**src/rtl/id_ex_stage.sv**
```systemverilog
// ID stage decode, load-use hazard detection and the ID/EX pipeline register.
// Registered outputs feed the EX stage directly; stall_out and rs*_addr are combinational.
module id_ex_stage #(
    parameter int unsigned XLEN  = 64,
    parameter int unsigned CNT_W = 16
) (
    input  logic              clk,
    input  logic              rst,
    input  logic [31:0]       if_id_instr,
    input  logic [XLEN-1:0]   if_id_pc,
    input  logic              if_id_valid,
    input  logic              flush,
    output logic [4:0]        rs1_addr,
    output logic [4:0]        rs2_addr,
    input  logic [XLEN-1:0]   rf_rd_data1,
    input  logic [XLEN-1:0]   rf_rd_data2,
    output logic              stall_out,
    output logic              ex_valid,
    output logic [XLEN-1:0]   ex_pc,
    output logic [XLEN-1:0]   ex_rd_data1,
    output logic [XLEN-1:0]   ex_rd_data2,
    output logic [XLEN-1:0]   ex_sd_imm,
    output logic [XLEN-1:0]   ex_addi_imm,
    output logic [XLEN-1:0]   ex_br_imm,
    output logic              ex_alusrc,
    output logic              ex_sd,
    output logic              ex_memread,
    output logic              ex_memwrite,
    output logic              ex_regwrite,
    output logic              ex_memtoreg,
    output logic              ex_branch,
    output logic [1:0]        ex_aluop,
    output logic [4:0]        ex_rs1,
    output logic [4:0]        ex_rs2,
    output logic [4:0]        ex_rd,
    output logic [2:0]        ex_funct3,
    output logic              ex_funct7_5,
    output logic [CNT_W-1:0]  stall_count
);

    localparam logic [6:0] OP_R   = 7'b0110011;
    localparam logic [6:0] OP_I   = 7'b0010011;
    localparam logic [6:0] OP_LD  = 7'b0000011;
    localparam logic [6:0] OP_SD  = 7'b0100011;
    localparam logic [6:0] OP_BEQ = 7'b1100011;

    localparam logic [1:0] ALU_ADD   = 2'b00;
    localparam logic [1:0] ALU_SUB   = 2'b01;
    localparam logic [1:0] ALU_RTYPE = 2'b10;
    localparam logic [1:0] ALU_ITYPE = 2'b11;

    logic [6:0]      opcode;
    logic [4:0]      rd_addr;
    logic [XLEN-1:0] addi_imm;
    logic [XLEN-1:0] sd_imm;
    logic [XLEN-1:0] br_imm;

    logic       d_alusrc, d_sd, d_memread, d_memwrite, d_regwrite, d_memtoreg, d_branch;
    logic [1:0] d_aluop;
    logic       uses_rs1, uses_rs2;
    logic       hazard, bubble;

    assign opcode   = if_id_instr[6:0];
    assign rd_addr  = if_id_instr[11:7];
    assign rs1_addr = if_id_instr[19:15];
    assign rs2_addr = if_id_instr[24:20];

    assign addi_imm = {{(XLEN-12){if_id_instr[31]}}, if_id_instr[31:20]};
    assign sd_imm   = {{(XLEN-12){if_id_instr[31]}}, if_id_instr[31:25], if_id_instr[11:7]};
    assign br_imm   = {{(XLEN-13){if_id_instr[31]}}, if_id_instr[31], if_id_instr[7],
                       if_id_instr[30:25], if_id_instr[11:8], 1'b0};

    // Opcode decode into control bits and register-use flags
    always_comb begin
        d_alusrc   = 1'b0;
        d_sd       = 1'b0;
        d_memread  = 1'b0;
        d_memwrite = 1'b0;
        d_regwrite = 1'b0;
        d_memtoreg = 1'b0;
        d_branch   = 1'b0;
        d_aluop    = ALU_ADD;
        uses_rs1   = 1'b0;
        uses_rs2   = 1'b0;
        case (opcode)
            OP_R: begin
                d_regwrite = 1'b1;
                d_aluop    = ALU_RTYPE;
                uses_rs1   = 1'b1;
                uses_rs2   = 1'b1;
            end
            OP_I: begin
                d_regwrite = 1'b1;
                d_alusrc   = 1'b1;
                d_aluop    = ALU_ITYPE;
                uses_rs1   = 1'b1;
            end
            OP_LD: begin
                d_alusrc   = 1'b1;
                d_memread  = 1'b1;
                d_memtoreg = 1'b1;
                d_regwrite = 1'b1;
                uses_rs1   = 1'b1;
            end
            OP_SD: begin
                d_alusrc   = 1'b1;
                d_sd       = 1'b1;
                d_memwrite = 1'b1;
                uses_rs1   = 1'b1;
                uses_rs2   = 1'b1;
            end
            OP_BEQ: begin
                d_branch   = 1'b1;
                d_aluop    = ALU_SUB;
                uses_rs1   = 1'b1;
                uses_rs2   = 1'b1;
            end
            default: ;
        endcase
    end

    // A load in EX whose result the ID instruction needs costs exactly one bubble
    assign hazard = if_id_valid & ex_valid & ex_memread & (ex_rd != 5'd0) &
                    ((uses_rs1 & (ex_rd == rs1_addr)) | (uses_rs2 & (ex_rd == rs2_addr)));
    assign stall_out = hazard & ~flush;
    assign bubble    = flush | stall_out | ~if_id_valid;

    always_ff @(posedge clk or posedge rst) begin
        if (rst) begin
            ex_valid    <= 1'b0;
            ex_pc       <= '0;
            ex_rd_data1 <= '0;
            ex_rd_data2 <= '0;
            ex_sd_imm   <= '0;
            ex_addi_imm <= '0;
            ex_br_imm   <= '0;
            ex_alusrc   <= 1'b0;
            ex_sd       <= 1'b0;
            ex_memread  <= 1'b0;
            ex_memwrite <= 1'b0;
            ex_regwrite <= 1'b0;
            ex_memtoreg <= 1'b0;
            ex_branch   <= 1'b0;
            ex_aluop    <= 2'b00;
            ex_rs1      <= 5'd0;
            ex_rs2      <= 5'd0;
            ex_rd       <= 5'd0;
            ex_funct3   <= 3'd0;
            ex_funct7_5 <= 1'b0;
        end else if (bubble) begin
            ex_valid    <= 1'b0;
            ex_pc       <= '0;
            ex_rd_data1 <= '0;
            ex_rd_data2 <= '0;
            ex_sd_imm   <= '0;
            ex_addi_imm <= '0;
            ex_br_imm   <= '0;
            ex_alusrc   <= 1'b0;
            ex_sd       <= 1'b0;
            ex_memread  <= 1'b0;
            ex_memwrite <= 1'b0;
            ex_regwrite <= 1'b0;
            ex_memtoreg <= 1'b0;
            ex_branch   <= 1'b0;
            ex_aluop    <= 2'b00;
            ex_rs1      <= 5'd0;
            ex_rs2      <= 5'd0;
            ex_rd       <= 5'd0;
            ex_funct3   <= 3'd0;
            ex_funct7_5 <= 1'b0;
        end else begin
            ex_valid    <= 1'b1;
            ex_pc       <= if_id_pc;
            ex_rd_data1 <= rf_rd_data1;
            ex_rd_data2 <= rf_rd_data2;
            ex_sd_imm   <= sd_imm;
            ex_addi_imm <= addi_imm;
            ex_br_imm   <= br_imm;
            ex_alusrc   <= d_alusrc;
            ex_sd       <= d_sd;
            ex_memread  <= d_memread;
            ex_memwrite <= d_memwrite;
            ex_regwrite <= d_regwrite;
            ex_memtoreg <= d_memtoreg;
            ex_branch   <= d_branch;
            ex_aluop    <= d_aluop;
            ex_rs1      <= rs1_addr;
            ex_rs2      <= rs2_addr;
            ex_rd       <= rd_addr;
            ex_funct3   <= if_id_instr[14:12];
            ex_funct7_5 <= if_id_instr[30];
        end
    end

    // Saturating stall-cycle counter
    always_ff @(posedge clk or posedge rst) begin
        if (rst) begin
            stall_count <= '0;
        end else if (stall_out && (stall_count != {CNT_W{1'b1}})) begin
            stall_count <= stall_count + CNT_W'(1);
        end
    end

endmodule

```
**config.mk**
```make
export PLATFORM = sky130hd
export DESIGN_NAME = id_ex_stage
export DESIGN_NICKNAME = d
export VERILOG_FILES = /design/src/rtl/id_ex_stage.sv
export SDC_FILE = /design/constraint.sdc
export NUM_CORES = 1
export LEC_CHECK = 0
export CAP_MARGIN = 15
export CORE_AREA = 2 2 264 266
export CTS_CLUSTER_DIAMETER = 40
export DETAILED_ROUTE_END_ITERATION = 10
export DIE_AREA = 0 0 266 268
export PLACE_DENSITY_LB_ADDON = 0.2
export SETUP_SLACK_MARGIN = 0.1
export SYNTH_ARGS = -nofsm -noshare
export SYNTH_HDL_FRONTEND = slang
export SYNTH_SLANG_ARGS = --single-unit
export TNS_END_PERCENT = 5
```
**constraint.sdc**
```tcl
create_clock -name clk -period 17.65 [get_ports clk]
set_input_delay 3.53 -clock clk [delete_from_list [all_inputs] [get_ports clk]]
set_output_delay 3.53 -clock clk [all_outputs]
set_load 0.02 [all_outputs]
```
# Yosys cells after proc, flatten, opt, wreduce, memory -nomap -nowiden

Index checks and enable logic that the tools add are counted.

Reductions and logical operators: 6
Shifts and indexed selects: 0
Muxes and demuxes: 26
Bitwise gates (word level): 12
$add $sub $neg: 1
Equality and inequality tests: 8
$lt $le $gt $ge: 0
Multiply operators: 0
Divide/modulo/power cells: 0

Operators by type and width:

| cell                                                            | number |
|---|---|
| 64-bit two-way mux                                              | 6 |
| 16-bit by 1-bit adder with 16-bit output, second input constant | 1 |
| 16-bit != test, second input constant                           | 1 |
| 5-bit two-way mux                                               | 3 |
| 7-bit by 6-bit == test with 1-bit output, second input constant | 2 |
| 1-bit two-way mux                                               | 14 |
| 5-bit == test                                                   | 2 |
| 3-bit OR reduction                                              | 3 |
| 1-bit bitwise AND                                               | 7 |
| 7-bit by 2-bit == test with 1-bit output, second input constant | 1 |
| 7-bit by 5-bit == test with 1-bit output, second input constant | 1 |
| 7-bit == test, second input constant                            | 1 |
| 2-bit one-hot mux with 3 select lines                           | 1 |
| 5-bit nonzero test                                              | 1 |
| 5-bit OR reduction                                              | 1 |
| 3-bit two-way mux                                               | 1 |
| 1-bit OR                                                        | 3 |
| 2-bit two-way mux                                               | 1 |
| 1-bit inverter                                                  | 2 |
| 1-bit logical AND                                               | 1 |

Bits in latches: 0
Flip-flop bits (word level): 427
Word-level logic and storage cells: 72
Output and inout bits: 440
Memories kept: 0
Input port bits: 228
Bits in read-only memories: 0
RAM bits: 0

# Longest topological paths before layout

Depth in word-level cells: 10
Gate-level depth with buffers: 7

# Worst setup path after synthesis

No wires, ideal clock.

Path kind: input to output
Start point: input port if_id_instr[21]
End point: output port stall_out
Path slack: 9.591 ns
Cell stages on the path: 5
Arrival: 4.529 ns
Cells stage by stage: xnor2_1 -> nand4_1 -> o22ai_4 -> buf_2 -> and3_1

Word-level cells in the longest chain between the ends: 5

Ends and longest elaborated chain:

| item               | line | RTL |
|---|---|---|
| start: declaration | 9    | `input logic [31:0] if_id_instr,` |
| 5-bit == test      | 124  | `((uses_rs1 & (ex_rd == rs1_addr)) \| (uses_rs2 & (ex_rd == rs2_addr)));` |
| 1-bit bitwise AND  | 124  |  |
| 1-bit OR           | 124  |  |
| 1-bit bitwise AND  | 123  | `assign hazard = if_id_valid & ex_valid & ex_memread & (ex_rd != 5'd0) &` |
| 1-bit bitwise AND  | 125  | `assign stall_out = hazard & ~flush;` |
| end: declaration   | 17   | `output logic stall_out,` |

No other way between the ends.

# Worst setup path after layout

Start point: input port if_id_instr[17]
End point: output port stall_out

Same word-level chain as after synthesis.

==> impl_metrics.toml <==
[route]
drt-total-wl_mm = 38.83
first_pass_iters = 4
drc = 0
viasPerCell = 3.218
ant_nets = 0
wl_per_cell_um = 17.48
first_iter_violations = 217
routed-via-count = 7147

[clock_tree]
cts_buffers = 57
ctsLongestPathBuffers = 3
clkTransAtPathRegs_ns = 0.05
cts_setup_buffers = 0
clkSinkCount = 241
cts_root_buf = "clkbuf_16"
hold_buffers = 0
clk-insertion-delay-late_ns = 0.59
cts_resized = 0
htree_levels = 2
cts_tree = "done"

[cells_and_area]
layout.nets = 1519
fin_util = 0.2639
area_growth_syn_to_layout_pct = 84.66
drive_above_1_share = 0.08894

[power]
cellPowerDensity_nw_per_um2 = 105.0
p_switching_w = 0.0004673
comb_power_share = 0.117
pwr-share-seq = 0.308
peakVddDrop_mv = 0.07224
p_sw_frac = 0.2473
intPower_w = 0.001423
power_leakage_nw = 7.556
clock_power_share = 0.576

[setup_path]
path_cells = "clkdlybuf4s50_1 -> xnor2_1 -> nand4_1 -> o22ai_4 -> and3_1 -> clkdlybuf4s50_1"
crit_cells = 6
crit_path_end = "stall_out"
arrival_ns = 6.36
ff2ff_setup_slack_ns = 14.61
critPathMaxFanout = 17
cp-start-kind = "input port"
crit_top_cell = "clkdlybuf4s50_1"
worstSetupStartpoint = "if_id_instr[17]"
cpPeakStageDelay_ns = 0.62
crit_type = "in2out"
crit_slowest_cell = "clkdlybuf4s50_1"
reg2reg_depth = 6
cp_data_required_time_ns = 14.12
cpLargestDelayFamily = "buffers and inverters"
critPathBufInv = 2
reg2reg_from = "ex_rd[2]$_DFF_PP0_"
r2r-end = "ex_rd_data1[28]$_DFF_PP0_"
critPathCaptureType = "output pin"

[sta]
tightest_slew_ns = 1.102
maxSlewHeadroom = 0.2651
rsz0062_at_grt = "false"
finalSetupTns_ns = 0
finalCritPeriodShare = 0.5605
hold_violations = 0
fmax_mhz = 101.1
period_minus_slack_ns = 9.894
clock_skew_ns = 0.03811
fin_ws_ns = 7.756
hold_ws_ns = 0.5212
finalMaxSlewViolations = 0
setup_violations = 0

[placement]
post-place-ws_ns = 7.854
port_buffers = 666
post-dp-hpwl_mm = 29.19
place_congestion = 0.7617

[floorplan]
die_w_um = 266
die_area_sq_um = 71290
die_y_um = 268
design.portCount = 668
std_cell_rows = 96
fp.coreArea_sq_um = 68230
start_util = 0.1429

[synthesis]
synth_nets = 1013
synth_area_leaders = "dfrtp_1 62%, buf_4 15%, and2_1 14%"
synth_ff_type = "dfrtp_1"
ys_warn_count = 0
ys_ff_latch = 241
synth_edf_count = 0
yosys.area.top_type = "dfrtp_1"
ys_seq_area_frac = 0.6186
ys_async_sr_fraction = 1.000
syn_area_per_cell_sq_um = 12.44
synthCells = 784
syn_area_sq_um = 9749
synth_cell_types = 34
netlist.area_leader.share = 0.6186

[global_routing]
grt_pass1_wl_mm = 53.50
grt_pass1_vias = 7552
antenna_found_initial = 4
grt_max_degree = 159
grtUsageTotal = 0.1030
grt.overflow.total = 0

[worst_hold_path]
hold_class = "reg2reg"

[run_status]
status = "finished clean"

[flow_run]
cap_viol_max_count = 0
layer usage:
metal | vias to the layer above | wire [um] | track usage
met4 | 4 | 767 | 0.03249
met2 | 300 | 19570 | 0.1744
met1 | 3494 | 15590 | 0.1228
met3 | 57 | 2879 | 0.03491
met5 | - | 27 | 0
li1 | 3292 | - | -
area by class of cell:
class | instances | area, sq um
multi-input combinational | 314 | 2090
sequential | 241 | 6035
antenna | 1 | 2.502
inverter | 5 | 26.28
tap | 882 | 1104
fill | 7151 | 50220
clock buffer | 65 | 1506
clock inverter | 42 | 516.7
timing repair buffer | 671 | 6724
power groups by stage:
stage,registers (W),clock network (W),logic [W]
CTS,0.000585,0.00112,0.000223
finish,0.000582,0.00109,0.000220
global placement,0.000593,0,0.000223
floorplan,0.000616,0,0.0000832
detailed placement,0.000593,0,0.000222
global route,0.000584,0.00115,0.000236
state kept, by name, indices dropped and copies added, names as in the netlist:
register / cells
ex_addi_imm: 8
ex_aluop: 2
ex_alusrc: 1
ex_branch: 1
ex_funct3: 3
ex_memtoreg: 1
ex_memwrite: 1
ex_pc: 64
ex_rd: 4
ex_rd_data1: 64
ex_rd_data2: 64
ex_regwrite: 1
ex_rs1: 5
ex_rs2: 4
ex_sd_imm: 1
ex_valid: 1
stall_count: 16
worst register-to-register path: stages (launching register included):
cell     delay, ns
dfrtp_1       0.45
xnor2_1       0.60
nand4_1       0.41
o22ai_4       0.50
a21oi_4       0.10
buf_4         0.40
and2_1        0.48
logic make-up (layout without fill, tap and decap cells):
| kind of cell | after synthesis | count (layout) | synth area share |
|---|---|---|---|
| other | 1 | 2 | 0.0003846 |
| AO/OA/AOI/OAI | 5 | 5 | 0.006032 |
| buffers and inverters | 229 | 783 | 0.1671 |
| XOR/XNOR | 25 | 25 | 0.02246 |
| AND/OR/NAND/NOR | 281 | 281 | 0.1830 |
| multiplexers | 1 | 1 | 0.001155 |
| flip-flops | 241 | 241 | 0.6186 |
| adder cells (fa/ha/maj) | 1 | 1 | 0.001283 |
how the worst min path moves through the flow:
stage                           startpoint                          end  slack (ns)  cells past startpoint
5_1_grt        stall_count[15]$_DFFE_PP0P_  stall_count[15]$_DFFE_PP0P_        0.55                      1
3_3_place_gp   stall_count[15]$_DFFE_PP0P_  stall_count[15]$_DFFE_PP0P_        0.51                      1
2_1_floorplan  stall_count[15]$_DFFE_PP0P_  stall_count[15]$_DFFE_PP0P_        0.60                      1
3_5_place_dp   stall_count[15]$_DFFE_PP0P_  stall_count[15]$_DFFE_PP0P_        0.51                      1
6_report       stall_count[15]$_DFFE_PP0P_  stall_count[15]$_DFFE_PP0P_        0.52                      1
4_1_cts        stall_count[15]$_DFFE_PP0P_  stall_count[15]$_DFFE_PP0P_        0.53                      1
cell usage in the layout, fill, tap and decap left out, drive strengths merged, types with 3 or more instances in the layout:
| cell | instances |
|---|---|
| clkdlybuf4s50 | 666 |
| dfrtp | 241 |
| and2 | 218 |
| clkbuf | 65 |
| xnor2 | 21 |
| clkinv | 15 |
| nand4 | 14 |
| clkinvlp | 13 |
| and3 | 11 |
| inv | 11 |
| bufinv | 8 |
| nand3 | 7 |
| nor2 | 6 |
| buf | 5 |
| nand2 | 4 |
| nor3b | 4 |
| xor2 | 4 |
| nor4b | 3 |
| and4bb | 3 |
cells in the mapped netlist, drive strengths merged, types with 3 or more instances:
library cell,instances
dfrtp,241
and2,218
buf,217
xnor2,21
nand4,14
and3,11
clkbuf,7
nand3,7
nor2,6
inv,5
nand2,4
nor3b,4
xor2,4
and4bb,3
nor4b,3
stage by stage:
stage                power, W  instance area, sq um  instances
detailed placement  0.0008158                 15950       2112
floorplan           0.0006993                  9749        784
CTS                  0.001929                 17970       2219
finish               0.001890                 18000       2221
global route         0.001970                 18000       2220
global placement    0.0008158                 15950       2112
Note: power is estimated with default switching activity, not from simulation.
